## src/rtl/mlp_sdiv_seq.sv

```systemverilog
// mlp_sdiv_seq: iterative signed divider, one quotient bit per clock.
// Restoring division runs on operand magnitudes; signs are reapplied when the
// result is registered. Valid/ready on both sides, and a clock enable that
// freezes every register and blocks both handshakes.
module mlp_sdiv_seq #(
   parameter int W = 14
) (
   input  logic                clk,
   input  logic                reset_n,
   input  logic                ce,
   input  logic                in_valid,
   output logic                in_ready,
   input  logic signed [W-1:0] dividend,
   input  logic signed [W-1:0] divisor,
   output logic                out_valid,
   input  logic                out_ready,
   output logic signed [W-1:0] quot,
   output logic signed [W-1:0] rem,
   output logic                div_zero
);

   localparam int CW = $clog2(W);

   typedef enum logic [1:0] {
      IDLE = 2'd0,
      CALC = 2'd1,
      DONE = 2'd2
   } state_t;

   // Magnitude of a two's complement value; the most negative value maps to
   // 2^(W-1), which still fits in W unsigned bits.
   function automatic logic [W-1:0] mag_of(input logic signed [W-1:0] x);
      logic [W-1:0] u;
      u = x;
      return x[W-1] ? (~u + 1'b1) : u;
   endfunction

   // Reapply a sign to a magnitude, truncating to W bits (no saturation).
   function automatic logic [W-1:0] with_sign(input logic [W-1:0] m, input logic neg);
      return neg ? (~m + 1'b1) : m;
   endfunction

   // Control and output registers (reset)
   state_t          state_q, state_d;
   logic [CW-1:0]   cnt_q, cnt_d;
   logic            out_valid_q, out_valid_d;
   logic [W-1:0]    quot_q, quot_d;
   logic [W-1:0]    rem_q, rem_d;
   logic            dz_out_q, dz_out_d;

   // Datapath registers (no reset; only meaningful after an accept)
   logic [W-1:0]    dvd_q, dvd_d;        // dividend magnitude, becomes quotient as bits shift in
   logic [W-1:0]    dvs_q, dvs_d;        // divisor magnitude
   logic [W:0]      part_q, part_d;      // partial remainder
   logic            neg_quot_q, neg_quot_d;
   logic            neg_rem_q, neg_rem_d;
   logic            dz_op_q, dz_op_d;
   logic [W-1:0]    dvd_raw_q, dvd_raw_d; // original dividend, returned as remainder on divide-by-zero

   // One restoring step
   logic [W+1:0]    r_shift;
   logic [W+1:0]    r_sub;
   logic            take;
   logic [W-1:0]    dvd_step;

   assign in_ready  = (state_q == IDLE) && ce;
   assign out_valid = out_valid_q;
   assign quot      = quot_q;
   assign rem       = rem_q;
   assign div_zero  = dz_out_q;

   // Shift in the next dividend bit and trial-subtract the divisor; a
   // non-negative difference means the quotient bit is one.
   always_comb begin
      r_shift  = {part_q, dvd_q[W-1]};
      r_sub    = r_shift - {2'b00, dvs_q};
      take     = ~r_sub[W+1];
      dvd_step = {dvd_q[W-2:0], take};
   end

   // Next-state logic: accept operands, iterate, hold result until consumed
   always_comb begin
      state_d     = state_q;
      cnt_d       = cnt_q;
      out_valid_d = out_valid_q;
      quot_d      = quot_q;
      rem_d       = rem_q;
      dz_out_d    = dz_out_q;
      dvd_d       = dvd_q;
      dvs_d       = dvs_q;
      part_d      = part_q;
      neg_quot_d  = neg_quot_q;
      neg_rem_d   = neg_rem_q;
      dz_op_d     = dz_op_q;
      dvd_raw_d   = dvd_raw_q;

      if (ce) begin
         case (state_q)
            IDLE: begin
               if (in_valid) begin
                  dvd_d      = mag_of(dividend);
                  dvs_d      = mag_of(divisor);
                  dvd_raw_d  = dividend;
                  neg_quot_d = dividend[W-1] ^ divisor[W-1];
                  neg_rem_d  = dividend[W-1];
                  dz_op_d    = (divisor == '0);
                  part_d     = '0;
                  cnt_d      = CW'(W - 1);
                  state_d    = CALC;
               end
            end
            CALC: begin
               dvd_d  = dvd_step;
               part_d = take ? r_sub[W:0] : r_shift[W:0];
               if (cnt_q == '0) begin
                  state_d     = DONE;
                  out_valid_d = 1'b1;
                  dz_out_d    = dz_op_q;
                  if (dz_op_q) begin
                     quot_d = '1;
                     rem_d  = dvd_raw_q;
                  end else begin
                     quot_d = with_sign(dvd_step, neg_quot_q);
                     rem_d  = with_sign(part_d[W-1:0], neg_rem_q);
                  end
               end else begin
                  cnt_d = cnt_q - 1'b1;
               end
            end
            DONE: begin
               if (out_ready) begin
                  state_d     = IDLE;
                  out_valid_d = 1'b0;
               end
            end
            default: begin
               state_d     = IDLE;
               out_valid_d = 1'b0;
            end
         endcase
      end
   end

   // Control state and registered outputs, cleared by reset at any time
   always_ff @(posedge clk or negedge reset_n) begin
      if (!reset_n) begin
         state_q     <= IDLE;
         cnt_q       <= '0;
         out_valid_q <= 1'b0;
         quot_q      <= '0;
         rem_q       <= '0;
         dz_out_q    <= 1'b0;
      end else begin
         state_q     <= state_d;
         cnt_q       <= cnt_d;
         out_valid_q <= out_valid_d;
         quot_q      <= quot_d;
         rem_q       <= rem_d;
         dz_out_q    <= dz_out_d;
      end
   end

   // Datapath registers; always reloaded on accept, so no reset is needed
   always_ff @(posedge clk) begin
      dvd_q      <= dvd_d;
      dvs_q      <= dvs_d;
      part_q     <= part_d;
      neg_quot_q <= neg_quot_d;
      neg_rem_q  <= neg_rem_d;
      dz_op_q    <= dz_op_d;
      dvd_raw_q  <= dvd_raw_d;
   end

endmodule

```

## config.mk

```make
export PLATFORM = sky130hd
export DESIGN_NAME = mlp_sdiv_seq
export DESIGN_NICKNAME = d
export VERILOG_FILES = /design/src/rtl/mlp_sdiv_seq.sv
export SDC_FILE = /design/constraint.sdc
export NUM_CORES = 1
export LEC_CHECK = 0
export CORE_MARGIN = 4
export CORE_UTILIZATION = 41
export DETAILED_ROUTE_END_ITERATION = 7
export PLACE_DENSITY = 0.71
export SYNTH_ARGS = -nofsm -noshare
export SYNTH_HDL_FRONTEND = slang
export SYNTH_SLANG_ARGS = --single-unit
```

## constraint.sdc

```tcl
create_clock -name clk -period 3.7 [get_ports clk]
set_input_delay 0.74 -clock clk [delete_from_list [all_inputs] [get_ports clk]]
set_output_delay 0.74 -clock clk [all_outputs]
set_load 0.05 [all_outputs]
```

Yosys cells after proc, flatten, opt, wreduce, memory -nomap -nowiden
Index checks and enable logic that the tools add are counted.
Storage, ports and cells
  bits in registers: 96
  input port bits: 33
  output and inout port bits: 31
Operators by class
  $add $sub $neg: 6
  equality and inequality tests: 6
  muxes and demuxes: 21
  bitwise logic cells: 7
  reductions and logical operators: 11
Operators with widths (count)
  two-way mux 14 bit: 6
  adder 14 x 1 -> 14 bit (second input constant): 4
  NOT 14 bit: 4
  two-way mux 15 bit: 2
  one-hot mux 15 bit (2 select lines): 1
  one-hot mux 14 bit (2 select lines): 1
  subtractor 16 x 14 -> 16 bit: 1
  zero test 14 bit: 1
  two-way mux 13 bit: 1
  AND reduction 4 bit: 3
  AND reduction 3 bit: 3
  two-way mux 4 bit: 2
  != test 2 bit (second input constant): 4
  one-hot mux 4 bit (2 select lines): 1
  two-way mux 2 bit: 3
  one-hot mux 2 bit (3 select lines): 1
  zero test 4 bit: 1
  subtractor 4 x 1 -> 4 bit (second input constant): 1
  one-hot mux 1 bit (3 select lines): 1
  equality test 2 x 1 -> 1 bit (second input constant): 1
  equality test 2 bit (second input constant): 1
  zero test 2 bit: 1
  two-way mux 1 bit: 2
  NOT 1 bit: 2
  other kinds (3): 3

Logic depth before layout (Yosys ltp)
  depth after elaboration: 6
  gate-level depth with buffers: 17
  mapped depth without buffers: 15

Worst setup path before layout
No wires, ideal clock.
  path type: register to register
  from: register part_q[7]
  to: register quot_q[12], in the netlist quot[12]
  library setup time: 137 ps
  arrival: 3284 ps
  data required time: 3563 ps
  slack: 279 ps
  cell stages (with the launch flop): 16
  buffers on the path: 2
  clock period less this slack: 3421 ps
  path through: edfxtp_1 > ha_1 > buf_6 > a21oi_2 > a2bb2oi_2 > or3b_1 > mux2i_4 > nor2_4 > inv_2 > buf_2 > ha_1 > nand2b_1 > or2_1 > o41ai_1 > xor2_1 > a21oi_1
On the way
  longest elaborated chain between the ends: 6
RTL lines
  from (decl): RTL line 54  | logic [W:0] part_q, part_d;
  from (signal assigned): RTL line 167  | part_q <= part_d;
  subtractor 16 x 14 -> 16 bit: RTL line 76  | r_sub = r_shift - {2'b00, dvs_q};
  NOT 1 bit: RTL line 77  | take = ~r_sub[W+1];
  NOT 14 bit: RTL line 40  | return neg ? (~m + 1'b1) : m;
  adder 14 x 1 -> 14 bit: RTL line 40
  two-way mux 14 bit: RTL line 40
  two-way mux 14 bit: RTL line 119  | if (dz_op_q) begin
  to (signal assigned): RTL line 157  | quot_q <= quot_d;
  to (decl): RTL line 47  | logic [W-1:0] quot_q, quot_d;
Every way passes these cells.
A chain may end at the register's enable or synchronous reset.

Worst setup path in the final report
  from: register part_q[12]
  to: register rem_q[10], in the netlist rem[10]
On the way
  longest elaborated chain between the ends: 6
RTL lines
  subtractor 16 x 14 -> 16 bit *: RTL line 76
  two-way mux 15 bit *: RTL line 114  | part_d = take ? r_sub[W:0] : r_shift[W:0];
  NOT 14 bit: RTL line 40
  adder 14 x 1 -> 14 bit: RTL line 40
  two-way mux 14 bit *: RTL line 40
  two-way mux 14 bit *: RTL line 119
  to (signal assigned): RTL line 158  | rem_q <= rem_d;
  to (decl): RTL line 48  | logic [W-1:0] rem_q, rem_d;
Every way passes the cells marked *; elsewhere a longest branch is shown, timed or not.

==> results list <==
- Net Count, Synth: 665
- Global routing used 18.85% of the available tracks.
* Combinational family with the most area after synthesis: compound AO/OA/AOI/OAI gates
- The later pin in the worst-skew pair is clocked with a latency of 350 ps.
* Core outline area: 13990 um^2
- The clock passes through at most 2 buffers.
- VDD sags by at most 395.5 uV.
* Worst R2R End: rem[10]
- The first global-routing pass estimated 24780 um of wire.
- The number of failing hold endpoints at the final stage is 0.
* Most used standard cell by instance count after synthesis: sky130_fd_sc_hd__nand2_1
* Worst hold-check slack: 483.8 ps
- Clock sinks: 95
- The top cell type by area accounts for 30.11% of the synthesized area.
- Crit Reg-Reg Startpoint: part_q[12]
- Vias per Instance: 5.737
* Fraction of synthesis flops using an asynchronous set or reset pin: 37.89%
* Unrepaired setup endpoints after global routing: true
* Post-placement worst setup slack: 92.23 ps
- Via count of the first global-routing pass: 4949
- Netlist Area Pre-Place: 5884 um^2
- CTS built an H-tree with a depth of 3.
* Worst-case reg-to-reg path depth: 12
- Area share of and/or/nand/nor cells after synthesis: 16.39%
* Endpoints failing setup: 0
* Chip height: 127.8 um
* Clock skew: 8.792 ps
- Worst hold path class: input pin to asynchronous set/reset pin
- Measured against the total synthesized area, the mux share comes to 3.487%.
- Die span in x: 127.8 um
* Overall via count from detail_route: 4957
- Min cycle time layout: 3543 ps
* Worst endpoint data arrival time: 3790 ps
* Aggregate global routing overflow: 0
- Top flip-flop cell by instance count after synthesis: sky130_fd_sc_hd__edfxtp_1
- Max Clock Freq: 282.2 MHz
* Critical path data required time: 3940 ps
* Count of buffers from port buffering: 63
* Worst Setup Start Kind: flop
* Final WL: 15070 um
* Sequential standard cell area: 2673 um^2
* Critical path endpoint: rem[10]
* Top fanout value on the critical path: 6
* Final weighted congestion of routability-driven global placement: 0.9294
* Post-synthesis share of cell area spent on xor and xnor gates: 7.740%
- Sorting the synthesized cells by area gives the leading types as sky130_fd_sc_hd__edfxtp_1 30%, sky130_fd_sc_hd__dfrtp_1 15%, sky130_fd_sc_hd__xnor2_1 4.2%.
- Syn Inst Count: 612
- ANT cells: 0
* Max-slew violation total from the final report: 0
- STA classifies the critical path endpoint as a flop.
- Buffers inserted during clock tree synthesis total 9.
* Nets: 732
- Counting the fill cells in the layout gives 1272.
- Dividing the synthesized area by the synthesized cell count gives 9.615 um^2.
- Reg-to-reg slack, setup: 160 ps
- Share of layout cells above drive strength 1: 7.602%
* Clock tree from TritonCTS: done
* Number of unique standard cell types used by synthesis: 69
* Worst setup path category: flop to flop
- In this run the count of I/O pins placed on the die edge is 64.
- Summing the areas of all compound-gate instances in the mapped netlist gives 18.58% of the synthesized area.
- Violation count after the first detailed-routing iteration: 440
- Dividing total power by cell area gives a power density of 942.2 nW/um^2.
* Initial antenna violation count: 0
* Reported max-cap violation count: 0
* Synthesis Warnings: 0
- The synthesized design contains 95 register bits.
- The number of hold buffers added after CTS was 0.
* Result of the run: complete, no violations
- Register clock-pin slew on the reported worst setup and hold paths: 70 ps
* Buffer type at the clock tree root: sky130_fd_sc_hd__clkbuf_16
- Count of antenna-violating nets left after detailed routing: 0
* Die Area: 16330 um^2
- Post-synth EDFFs: 59
- The most critical setup path has its startpoint at part_q[12].
- Entering global routing, the biggest net connects 37 pins.
- Share of the cycle needed by the critical path after routing: 95.76%
* Total power: 6.686 mW
* Post-layout worst setup margin: 156.9 ps
- Summed over all nets, the half-perimeter wirelength after detailed placement is 11330 um.
- After floorplanning, the core was divided into 43 placement rows.
- Transition time at the pin with the least slew margin: 910.6 ps
- Combined area of the multi-input logic cells: 2985 um^2
* Standby leakage power: 2.819 nW
- The first detailed-routing pass ran for 5 iterations.
* Count of unresolved DRC violations after routing: 0
- The initial utilization of the core area, before any placement, comes to 42.07%.
- Area added between synthesis and finish: 20.60%
* Post-DR wirelength/cell: 17.44 um
- Post-synthesis share of cell area spent on full adders, half adders and majority gates: 4.380%
* Share of synthesized area occupied by flip-flops and latches: 45.42%
- The largest total area in the synthesized netlist belongs to sky130_fd_sc_hd__edfxtp_1.
* Top post-synthesis cells by count: 62 x sky130_fd_sc_hd__nand2_1, 59 x sky130_fd_sc_hd__edfxtp_1, 49 x sky130_fd_sc_hd__nor2_1
- Headroom to the max-slew limit came out at 38.52%.
## state kept, by name (all words and copies together) (netlist names)
register / flops
part_q: 15
cnt_q: 4
quot: 14
dvd_raw_q: 13
neg_rem_q: 1
div_zero: 1
dvd_q: 14
dz_op_q: 1
rem: 14
state_q: 2
dvs_q: 14
out_valid: 1
neg_quot_q: 1
## cell usage in the layout, fill, tap and decap left out, drive strengths merged, types with 4 or more instances in the layout
cell | synthesis | final
inv | 34 | 38
o211ai | 4 | 4
and3 | 10 | 10
o21ai | 54 | 54
a31oi | 9 | 9
nor4 | 4 | 4
mux2i | 17 | 17
nand2 | 62 | 62
a21o | 9 | 9
clkbuf | 16 | 9
dfrtp | 36 | 36
nor2b | 4 | 4
or2 | 4 | 4
o41ai | 7 | 7
clkdlybuf4s50 | 0 | 62
or4 | 7 | 7
nor2 | 50 | 50
nand2b | 9 | 9
xor2 | 24 | 24
o21a | 5 | 5
nand3 | 11 | 11
buf | 8 | 18
ha | 19 | 19
nor3 | 17 | 17
a21oi | 40 | 40
edfxtp | 59 | 59
o31ai | 12 | 12
xnor2 | 28 | 28
or3 | 8 | 8
## stage by stage
step           util (%)  cells  TNS [ps]  instance area, um^2
2_1_floorplan         -    612         0                 5884
3_3_place_gp      48.16    845         0                 6736
3_5_place_dp      48.16    845         0                 6736
4_1_cts           50.40    861         0                 7051
5_1_grt           50.73    864    -30.55                 7097
6_report          50.73    864         0                 7097
## metal layers
metal / track usage [%] / vias up / wire (um)
met1: 25.80 / 2373 / 6798
met4: 7.366 / 0 / 352
met5: 0 / - / 0
met3: 3.250 / 27 / 942
li1: - / 2379 / -
met2: 29.88 / 178 / 6973
## cell type report
type                            instances  area share, %
Multi-Input combinational cell        458          42.07
Clock inverter                          7          1.252
Inverter                               35          1.886
Clock buffer                            9          3.173
Timing Repair Buffer                   80          10.79
Tap cell                              180          3.173
Sequential cell                        95          37.66
## worst min path at each step
stage / from / to / slack [ps] / cells after the start
after CTS: rem[3] / rem[3] / 500 / 1
after global routing: rem[1] / rem[1] / 530 / 2
after detailed placement: div_zero / div_zero / 490 / 2
after global placement: rem[5] / rem[5] / 470 / 1
final: reset_n / quot[5] / 480 / 1
after floorplan: reset_n / cnt_q[0] / 440 / 0
## logic make-up (layout without fill, tap and decap cells)
group,count (synthesis),in the layout
simple gates,199,199
mux,19,19
fa+ha+maj,20,20
xor+xnor,52,52
buf+inv,59,131
flops,95,95
compound gates,168,168
## worst max-delay path: stages (launching register included)
cell	delay (ps)
sky130_fd_sc_hd__edfxtp_1	430
sky130_fd_sc_hd__ha_1	370
sky130_fd_sc_hd__a211oi_1	280
sky130_fd_sc_hd__nand2_1	150
sky130_fd_sc_hd__or3b_1	430
sky130_fd_sc_hd__mux2i_4	270
sky130_fd_sc_hd__buf_12	150
sky130_fd_sc_hd__nor3_1	50
sky130_fd_sc_hd__a21oi_1	200
sky130_fd_sc_hd__ha_1	250
sky130_fd_sc_hd__inv_1	100
sky130_fd_sc_hd__or4_1	510
sky130_fd_sc_hd__a32o_1	240
## report_power, final
group | switching, mW | internal (mW)
sequential | 0.335 | 1.60
combinational | 2.32 | 1.45
clock | 0.445 | 0.541
total | 3.10 | 3.59
## what timing repair did
item                       in CTS  in global routing
gates resized for setup         0                  4
buffers inserted                0                  3
setup endpoints to repair       0                  6
No activity file was read; power rests on OpenSTA's default activity.
